<file path="src/rtl/demux1x2_stream_pkg.sv">
// Shared definitions for the 1:2 stream demux: parameter legality and pointer sizing.
// Latency: n/a (elaboration-time helpers only).
// Backpressure: n/a.
package demux1x2_stream_pkg;

  // Smallest n with 2**n >= v; used to size FIFO pointers.
  function automatic int unsigned clog2_f(input int unsigned v);
    int unsigned r;
    r = 0;
    for (int i = 0; i < 32; i++) begin
      if ((32'd1 << i) < v) r = i + 1;
    end
    return r;
  endfunction

  // FIFO depth must be a power of two so pointers wrap by plain overflow.
  function automatic bit depth_ok(input int unsigned d);
    return (d >= 2) && ((d & (d - 1)) == 0);
  endfunction

endpackage

</file>
<file path="src/rtl/stream_fifo.sv">
// Small synchronous FIFO with occupancy counter; read data forced to 0 when empty.
// Latency: a word pushed at edge N is on rd_data just after edge N (fall-through view of head).
// Backpressure: push is ignored while full (even if popped that cycle); pop ignored while empty.
//
// Ports:
//   clk, rst_n        clock and asynchronous active-low reset
//   push, wr_data     write request and word
//   pop               read request (advances head)
//   full, empty       occupancy flags
//   rd_data           head word, 0 when empty
module stream_fifo
  import demux1x2_stream_pkg::*;
#(
  parameter int WIDTH = 8,
  parameter int DEPTH = 2
) (
  input  logic             clk,
  input  logic             rst_n,
  input  logic             push,
  input  logic [WIDTH-1:0] wr_data,
  input  logic             pop,
  output logic             full,
  output logic             empty,
  output logic [WIDTH-1:0] rd_data
);

  localparam int AW = clog2_f(DEPTH);
  localparam logic [AW:0] FULL_OCC = (AW + 1)'(DEPTH);

  logic [WIDTH-1:0] mem [DEPTH];
  logic [AW-1:0]    wr_ptr;
  logic [AW-1:0]    rd_ptr;
  logic [AW:0]      occ;
  logic             push_acc;
  logic             pop_acc;

  assign full     = (occ == FULL_OCC);
  assign empty    = (occ == '0);
  assign push_acc = push && !full;
  assign pop_acc  = pop && !empty;
  assign rd_data  = empty ? '0 : mem[rd_ptr];

  // Storage is not reset: empty gating hides stale contents.
  always_ff @(posedge clk) begin
    if (push_acc) mem[wr_ptr] <= wr_data;
  end

  always_ff @(posedge clk or negedge rst_n) begin
    if (!rst_n) begin
      wr_ptr <= '0;
      rd_ptr <= '0;
      occ    <= '0;
    end else begin
      if (push_acc) wr_ptr <= wr_ptr + 1'b1;
      if (pop_acc)  rd_ptr <= rd_ptr + 1'b1;
      case ({push_acc, pop_acc})
        2'b10:   occ <= occ + 1'b1;
        2'b01:   occ <= occ - 1'b1;
        default: occ <= occ;
      endcase
    end
  end

  a_occ_range: assert property (@(posedge clk) disable iff (!rst_n) occ <= FULL_OCC);

endmodule

</file>
<file path="src/rtl/demux1x2_stream.sv">
// Routes one valid/ready stream to y0 or y1 per word (in_sel), each output buffered by its own FIFO.
// Latency: word accepted at edge N is valid on its output just after edge N; poppable at N+1.
// Backpressure: in_ready = !full of the selected FIFO only; a stalled output never blocks the other.
//
// Ports:
//   clk, rst_n                       clock, asynchronous active-low reset
//   in_valid/in_ready/in_data/in_sel input stream and per-word destination (0 -> y0, 1 -> y1)
//   y0_valid/y0_ready/y0_data        output stream 0
//   y1_valid/y1_ready/y1_data        output stream 1
//   cnt0, cnt1                       saturating pop counters for y0 / y1
module demux1x2_stream
  import demux1x2_stream_pkg::*;
#(
  parameter int WIDTH = 8,
  parameter int DEPTH = 2,
  parameter int CNTW  = 8
) (
  input  logic             clk,
  input  logic             rst_n,
  input  logic             in_valid,
  output logic             in_ready,
  input  logic [WIDTH-1:0] in_data,
  input  logic             in_sel,
  output logic             y0_valid,
  input  logic             y0_ready,
  output logic [WIDTH-1:0] y0_data,
  output logic             y1_valid,
  input  logic             y1_ready,
  output logic [WIDTH-1:0] y1_data,
  output logic [CNTW-1:0]  cnt0,
  output logic [CNTW-1:0]  cnt1
);

  if (!depth_ok(DEPTH)) begin : g_bad_depth
    $error("demux1x2_stream: DEPTH must be a power of two and at least 2");
  end

  logic full0, full1;
  logic empty0, empty1;
  logic push0, push1;
  logic pop0, pop1;
  logic in_acc;

  // Ready depends only on the selected FIFO's fill level; no path from y*_ready,
  // so a full FIFO refuses a push even in a cycle where it is being drained.
  assign in_ready = in_sel ? !full1 : !full0;
  assign in_acc   = in_valid && in_ready;
  assign push0    = in_acc && !in_sel;
  assign push1    = in_acc && in_sel;

  assign y0_valid = !empty0;
  assign y1_valid = !empty1;
  assign pop0     = y0_valid && y0_ready;
  assign pop1     = y1_valid && y1_ready;

  stream_fifo #(
    .WIDTH (WIDTH),
    .DEPTH (DEPTH)
  ) u_fifo0 (
    .clk     (clk),
    .rst_n   (rst_n),
    .push    (push0),
    .wr_data (in_data),
    .pop     (pop0),
    .full    (full0),
    .empty   (empty0),
    .rd_data (y0_data)
  );

  stream_fifo #(
    .WIDTH (WIDTH),
    .DEPTH (DEPTH)
  ) u_fifo1 (
    .clk     (clk),
    .rst_n   (rst_n),
    .push    (push1),
    .wr_data (in_data),
    .pop     (pop1),
    .full    (full1),
    .empty   (empty1),
    .rd_data (y1_data)
  );

  // Debug counters: count pops, stick at all-ones.
  always_ff @(posedge clk or negedge rst_n) begin
    if (!rst_n) begin
      cnt0 <= '0;
      cnt1 <= '0;
    end else begin
      if (pop0 && (cnt0 != '1)) cnt0 <= cnt0 + 1'b1;
      if (pop1 && (cnt1 != '1)) cnt1 <= cnt1 + 1'b1;
    end
  end

  // Producer contract: a refused word keeps its destination and data until taken or withdrawn.
  a_in_hold: assert property (@(posedge clk) disable iff (!rst_n)
    (in_valid && !in_ready) |=> (!in_valid || ($stable(in_sel) && $stable(in_data))));

endmodule

</file>
<file path="config.mk">
export PLATFORM = sky130hd
export DESIGN_NAME = demux1x2_stream
export DESIGN_NICKNAME = d
export VERILOG_FILES = /design/src/rtl/demux1x2_stream_pkg.sv /design/src/rtl/stream_fifo.sv /design/src/rtl/demux1x2_stream.sv
export SDC_FILE = /design/constraint.sdc
export NUM_CORES = 1
export LEC_CHECK = 0
export BUFFER_PORTS_ARGS = -buffer_cell sky130_fd_sc_hd__buf_2
export CAP_MARGIN = 5
export CORE_UTILIZATION = 54
export DETAILED_ROUTE_END_ITERATION = 10
export PLACE_DENSITY = 0.79
export SYNTH_ARGS = -nofsm -noshare
export SYNTH_HDL_FRONTEND = slang
export SYNTH_SLANG_ARGS = --single-unit
</file>
<file path="constraint.sdc">
create_clock -name clk -period 1.9 [get_ports clk]
set_input_delay 0.095 -clock clk [delete_from_list [all_inputs] [get_ports clk]]
set_output_delay 0.095 -clock clk [all_outputs]
set_load 0.05 [all_outputs]
</file>
==> results of run 1 <==
==> cell usage after synthesis, types with 5 or more instances <==
cell,count
sky130_fd_sc_hd__edfxtp_1,32
sky130_fd_sc_hd__mux2_1,5
sky130_fd_sc_hd__nand2b_1,5
sky130_fd_sc_hd__nand4_1,7
sky130_fd_sc_hd__nand2_1,7
sky130_fd_sc_hd__nor2_1,27
sky130_fd_sc_hd__xnor2_1,10
sky130_fd_sc_hd__nand3_1,5
sky130_fd_sc_hd__mux2i_1,17
sky130_fd_sc_hd__dfrtp_1,24
sky130_fd_sc_hd__inv_1,6
==> routing by layer <==
layer	vias up	GRT usage (%)	share of wire, %
met5	-	0	0
met4	0	3.40	0.67
met3	4	4.24	5.0
met2	55	33.7	50
met1	729	25.7	44
li1	768	-	-
==> kinds of logic (layout without fill, tap and decap cells) <==
group	count (synthesis)	in the layout	share of synthesized area, %
compound gates	11	11	3.61
flops	56	56	64.4
fa+ha+maj	4	4	2.06
buf+inv	10	71	1.65
simple gates	60	60	12.1
mux	26	26	11.2
xor+xnor	14	14	5.05
==> final cells by class <==
class                      instances  share of cell area, %
clock buffer                       6                   2.52
timing repair buffer              55                   10.2
clock inverter                     2                   1.21
inverter                           8                   1.04
sequential                        56                   54.1
multi-input combinational        115                   28.6
tap                               52                   2.26
==> stage by stage <==
stage	setup WS, ps	std cells	instance area [um2]	hold WS, ps
2_1_floorplan	61.4	181	2430	-201
3_3_place_gp	336	285	2770	99.3
3_5_place_dp	289	285	2770	111
4_1_cts	266	294	2880	17.8
5_1_grt	148	294	2880	16.6
6_report	273	294	2880	21.7
==> worst paths after layout <==
kind	start	end	slack, ps	depth (start not counted)
worst max-delay path	cnt0[0]	cnt0[1]	270	4
worst min-delay path	in_data[0]	u_fifo0.mem[1][0]	20	1
worst max register to register	cnt0[0]	cnt0[1]	270	4
worst min register to register	u_fifo1.wr_ptr	u_fifo1.wr_ptr	500	1
max in group asynchronous	rst_n	cnt1[4]	1250	2
min in group asynchronous	rst_n	cnt0[1]	290	2
==> worst max-delay path, cell delays in order, from the launching register on <==
cell and delay (ps):
sky130_fd_sc_hd__dfrtp_1 460, sky130_fd_sc_hd__ha_1 280, sky130_fd_sc_hd__and4_1 260, sky130_fd_sc_hd__a21o_1 210
sky130_fd_sc_hd__mux2_1 310
==> state kept, by name, indices dropped and copies added, names as in the netlist <==
| register | cells |
|---|---|
| cnt0 | 8 |
| cnt1 | 8 |
| u_fifo0.mem | 16 |
| u_fifo0.occ | 2 |
| u_fifo0.rd_ptr | 1 |
| u_fifo0.wr_ptr | 1 |
| u_fifo1.mem | 16 |
| u_fifo1.occ | 2 |
| u_fifo1.rd_ptr | 1 |
| u_fifo1.wr_ptr | 1 |
==> timing repair <==
| item | 4_1_cts | 5_1_grt |
|---|---|---|
| endpoints found under the hold margin | 24 | 0 |
| resized for setup | 0 | 0 |
| hold buffers | 1 | 0 |
| setup endpoints to repair | 0 | 0 |
==> out/metrics.yaml, run 1 <==
syn-num-nets: 199
multi_input_area_um2: 825
final_period_minus_worst_setup_slack_ps: 1630
first_iter_violations: 109
period_share_pct: 85.6
finalHoldViolations: 0
totalNegativeSetupSlack_ps: 0
nNetsFinal: 259
placement.io_buffers: 48
core_area_um2: 4320
cts-buffers-inserted: 5
synth_area_leader: "sky130_fd_sc_hd__edfxtp_1"
setup_crit_end_kind: "flop"
cts_buffer_depth: 2
max_slew.worst_pin.slew_ps: 520
grtUsageTotal_pct: 19.5
clock.fmax_ghz: 0.615
grt-ovfl-total: 0
layout_common_cells: "48 x sky130_fd_sc_hd__buf_2, 32 x sky130_fd_sc_hd__edfxtp_1, 27 x sky130_fd_sc_hd__nor2_1, 24 x sky130_fd_sc_hd__dfrtp_1, 17 x sky130_fd_sc_hd__mux2i_1"
cts_setup_buffers: 0
antenna_violations_before_repair: 0
post_synth_inst_count: 181
num-fill-cells: 331
syn-cell-area_um2: 2430
outcome: "completed"
setup_repair_after_global_routing_missed_its_margin: "no"
timing_worst_setup_path_type: "flop to flop"
vias_per_cell: 5.29
design.die.area_um2: 4760
synth_edf_count: 32
synth_top_area_share_pct: 39.6
ys_seq_elements: 56
routabilityCongestion: 0.768
totalWireLength_um: 4330
core.rowCount: 24
grt_pass1_vias: 1519
worstHoldPathType: "input pin to flop"
critPathArrivalTime_ps: 1820
syn_to_final_growth_pct: 18.9
drtAntennaViolNets: 0
cp_max_fo: 6
drive_gt1_share_pct: 29.3
ff_latch_area_um2: 1560
postLayoutCoreUtil_pct: 66.7
htree_num_levels: 2
synth.yosys.warnings: 0
start_util_pct: 56.1
ports: 49
worstSetupStartpointType: "flop"
maxSlewHeadroom_pct: 65.4
drt_drc_violations_left: 0
share_of_async_settable_or_async_resettable_flops_after_synthesis_pct: 42.9
ys_dominant_reg_cell: "sky130_fd_sc_hd__edfxtp_1"
cts_root_buf: "sky130_fd_sc_hd__clkbuf_8"
drt-pass1-iter-count: 4
cp_data_required_time_ps: 2090
tritoncts: "done"
synthDistinctLibCells: 26
layout.cells.most_common: "sky130_fd_sc_hd__buf_2"
slew_viol_final: 0
wire_per_inst_um: 14.7
dieWidth_um: 69.0
synth_area_leaders: "sky130_fd_sc_hd__edfxtp_1 40%, sky130_fd_sc_hd__dfrtp_1 25%, sky130_fd_sc_hd__mux2i_1 7.0%, sky130_fd_sc_hd__nor2_1 4.2%, sky130_fd_sc_hd__xnor2_1 3.6%"
maxCapViolations: 0
die_y_um: 69.0
insertedDiodeCount: 0
cts.sink_count: 56
cts.clk_slew.worst_paths_ps: 90
grt_first_pass_wirelength_um: 7310
clock_insertion_delay_worst_skew_ps: 300
synth-seq-area-share_pct: 64.4
finalSetupViolations: 0
route.vias.total: 1556
worst_clock_skew_ps: 6.04
grt_start_max_net_pins: 25
dpl.hpwl_um: 3070
synth_area_per_cell_um2: 13.4
Power of run 1 is left out: the tool's default activity adds up to more than one toggle a clock period on the data nets, which glitch-free logic cannot reach.
==> inputs of run 2 (changes only) <==
Settings changed: ABC_AREA from default to 1, PLACE_DENSITY 0.79 to 0.78.
==> out/metrics.yaml, run 2 <==
outcome: "finished, violations left"
violations: "design-rule violations"
place_area_um2: 2890
core_area_um2: 4440
worst_clock_skew_ps: 8.71
setup_repair_after_global_routing_missed_its_margin: "no"
vias_per_cell: 5.00
ys_seq_elements: 56
placement.io_buffers: 48
ports: 49
internal-power_mw: 2.50
insertedDiodeCount: 0
synth.yosys.warnings: 0
cts_root_buf: "sky130_fd_sc_hd__clkbuf_8"
synth_edf_count: 32
synth_top_area_share_pct: 37.7
ys_top_cells_by_count: "96 x sky130_fd_sc_hd__nand2_1, 32 x sky130_fd_sc_hd__edfxtp_1, 24 x sky130_fd_sc_hd__dfrtp_1"
drive_gt1_share_pct: 22.7
core.rowCount: 24
worstSetupStartpointType: "flop"
layout_common_cells: "96 x sky130_fd_sc_hd__nand2_1, 48 x sky130_fd_sc_hd__buf_2, 32 x sky130_fd_sc_hd__edfxtp_1, 23 x sky130_fd_sc_hd__dfrtp_1, 20 x sky130_fd_sc_hd__inv_1"
die_y_um: 70.7
route.vias.total: 1866
cts.sink_count: 56
clock_insertion_delay_worst_skew_ps: 310
power_leakage_nw: 1.38
synthDistinctLibCells: 23
grtUsageTotal_pct: 20.1
start_util_pct: 57.3
first_iter_violations: 95
synth_area_leader: "sky130_fd_sc_hd__edfxtp_1"
final_period_minus_worst_setup_slack_ps: 1720
worstHoldPathType: "input pin to flop"
slew_viol_final: 0
grt_start_max_net_pins: 25
share_of_async_settable_or_async_resettable_flops_after_synthesis_pct: 42.9
p_sw_mw: 2.63
synth_area_per_cell_um2: 9.95
post_synth_inst_count: 256
power.combinational.fraction_pct: 50.6
cts.clk_slew.worst_paths_ps: 100
ys_dominant_reg_cell: "sky130_fd_sc_hd__edfxtp_1"
syn-cell-area_um2: 2550
cts_buffer_depth: 2
critPathArrivalTime_ps: 1620
htree_num_levels: 2
cp_data_required_time_ps: 1800
period_share_pct: 90.5
antenna_violations_before_repair: 0
power.share.switching_pct: 51.3
syn_to_final_growth_pct: 19.0
yosys.cell_count.top_type: "sky130_fd_sc_hd__nand2_1"
ir_drop_mv: 0.912
totalNegativeSetupSlack_ps: 0
drt_drc_violations_left: 15
finish.instance_area_um2: 3030
totalWireLength_um: 4720
layout.cells.most_common: "sky130_fd_sc_hd__nand2_1"
routabilityCongestion: 0.812
dieWidth_um: 70.7
finalHoldViolations: 0
drt-pass1-iter-count: 8
nNetsFinal: 338
tritoncts: "done"
design.die.area_um2: 4990
top_regs: "u_fifo0.mem x16, u_fifo1.mem x16"
grt_first_pass_wirelength_um: 7620
grt_pass1_vias: 1678
maxSlewHeadroom_pct: 63.7
wire_per_inst_um: 12.6
max_slew.worst_pin.slew_ps: 544
finalSetupViolations: 0
synth-seq-area-share_pct: 61.3
worst-r2r-setup-slack_ps: 250
setup_crit_end_kind: "output port"
cell_depth_of_the_worst_hold_path: 1
cts-buffers-inserted: 5
worst-r2r-cell-count: 7
clock.fmax_ghz: 0.582
dpl.hpwl_um: 3280
synth_area_leaders: "sky130_fd_sc_hd__edfxtp_1 38%, sky130_fd_sc_hd__dfrtp_1 24%, sky130_fd_sc_hd__nand2_1 14%, sky130_fd_sc_hd__a21oi_1 3.7%, sky130_fd_sc_hd__inv_1 2.9%"
cp_max_fo: 10
power-per-cell-area_nw_per_um2: 1700
drtAntennaViolNets: 0
maxCapViolations: 0
timing_worst_setup_path_type: "flop to output port"
num-fill-cells: 361
grt-ovfl-total: 0
syn-num-nets: 274
clock_power_share_pct: 12.7
seqPwrFrac_pct: 36.7
[run 2: cells by family (layout without fill, tap and decap cells)]
group / Yosys count / in the layout / synth area share [%]
simple gates: 134 / 134 / 23.2
compound gates: 24 / 24 / 5.01
flops: 56 / 56 / 61.3
xor+xnor: 14 / 14 / 4.82
buf+inv: 24 / 89 / 3.69
fa+ha+maj: 4 / 4 / 1.97
[run 2: critical path: stages, from the launching register on]
cell and delay, ps:
sky130_fd_sc_hd__dfrtp_1 520, sky130_fd_sc_hd__inv_1 280, sky130_fd_sc_hd__nand2_1 80, sky130_fd_sc_hd__a21oi_1 150
sky130_fd_sc_hd__buf_2 290
[run 2: stage by stage]
stage | util [%] | setup WS, ps | hold WS (ps) | std cells | power [mW]
after floorplan | - | 255 | -201 | 256 | 3.88
after global placement | 65.0 | 404 | 118 | 360 | 4.43
after detailed placement | 65.0 | 240 | 117 | 360 | 4.50
after CTS | 67.2 | 178 | 0.937 | 369 | 5.16
after global routing | 68.2 | 64.6 | 0.801 | 373 | 5.43
final | 68.2 | 180 | 6.33 | 373 | 5.14
[run 2: worst paths after layout]
check                               start                end
max                        u_fifo1.rd_ptr         y1_data[0]
min                            in_data[2]  u_fifo1.mem[1][2]
max reg2reg                u_fifo0.occ[0]     u_fifo0.occ[1]
min reg2reg                       cnt0[1]            cnt0[1]
max in group asynchronous           rst_n     u_fifo0.occ[0]
min in group asynchronous           rst_n            cnt1[6]
[run 2: area by class of cell]
| type | count | area, um2 | share of cell area, % |
|---|---|---|---|
| sequential | 56 | 1560 | 51.6 |
| timing repair buffer | 59 | 335 | 11.1 |
| clock buffer | 5 | 68.8 | 2.27 |
| multi-input combinational | 176 | 891 | 29.4 |
| tap | 52 | 65.1 | 2.15 |
| clock inverter | 3 | 21.3 | 0.702 |
| inverter | 22 | 85.1 | 2.81 |
[run 2: power groups by stage]
stage / Sequential [mW] / Combinational [mW] / Clock [mW]
after floorplan: 2.13 / 1.75 / 0
after global placement: 1.89 / 2.54 / 0
after detailed placement: 1.91 / 2.60 / 0
after CTS: 1.88 / 2.61 / 0.676
after global routing: 1.93 / 2.77 / 0.731
final: 1.89 / 2.60 / 0.652
[run 2: per-layer routing]
layer  track usage [%]  wire (um)
met2              34.3       2370
met1              25.2       2100
met5                 0          0
met4              6.89         64
met3              5.27        186
[run 2: what timing repair did]
| action | CTS | global route |
|---|---|---|
| hold buffers | 1 | 4 |
| hold endpoints to repair | 24 | 14 |
| gates resized for setup | 0 | 1 |
| setup buffers | 0 | 0 |
| endpoints found under the setup margin | 0 | 1 |
Power figures use the tool's default switching activity.
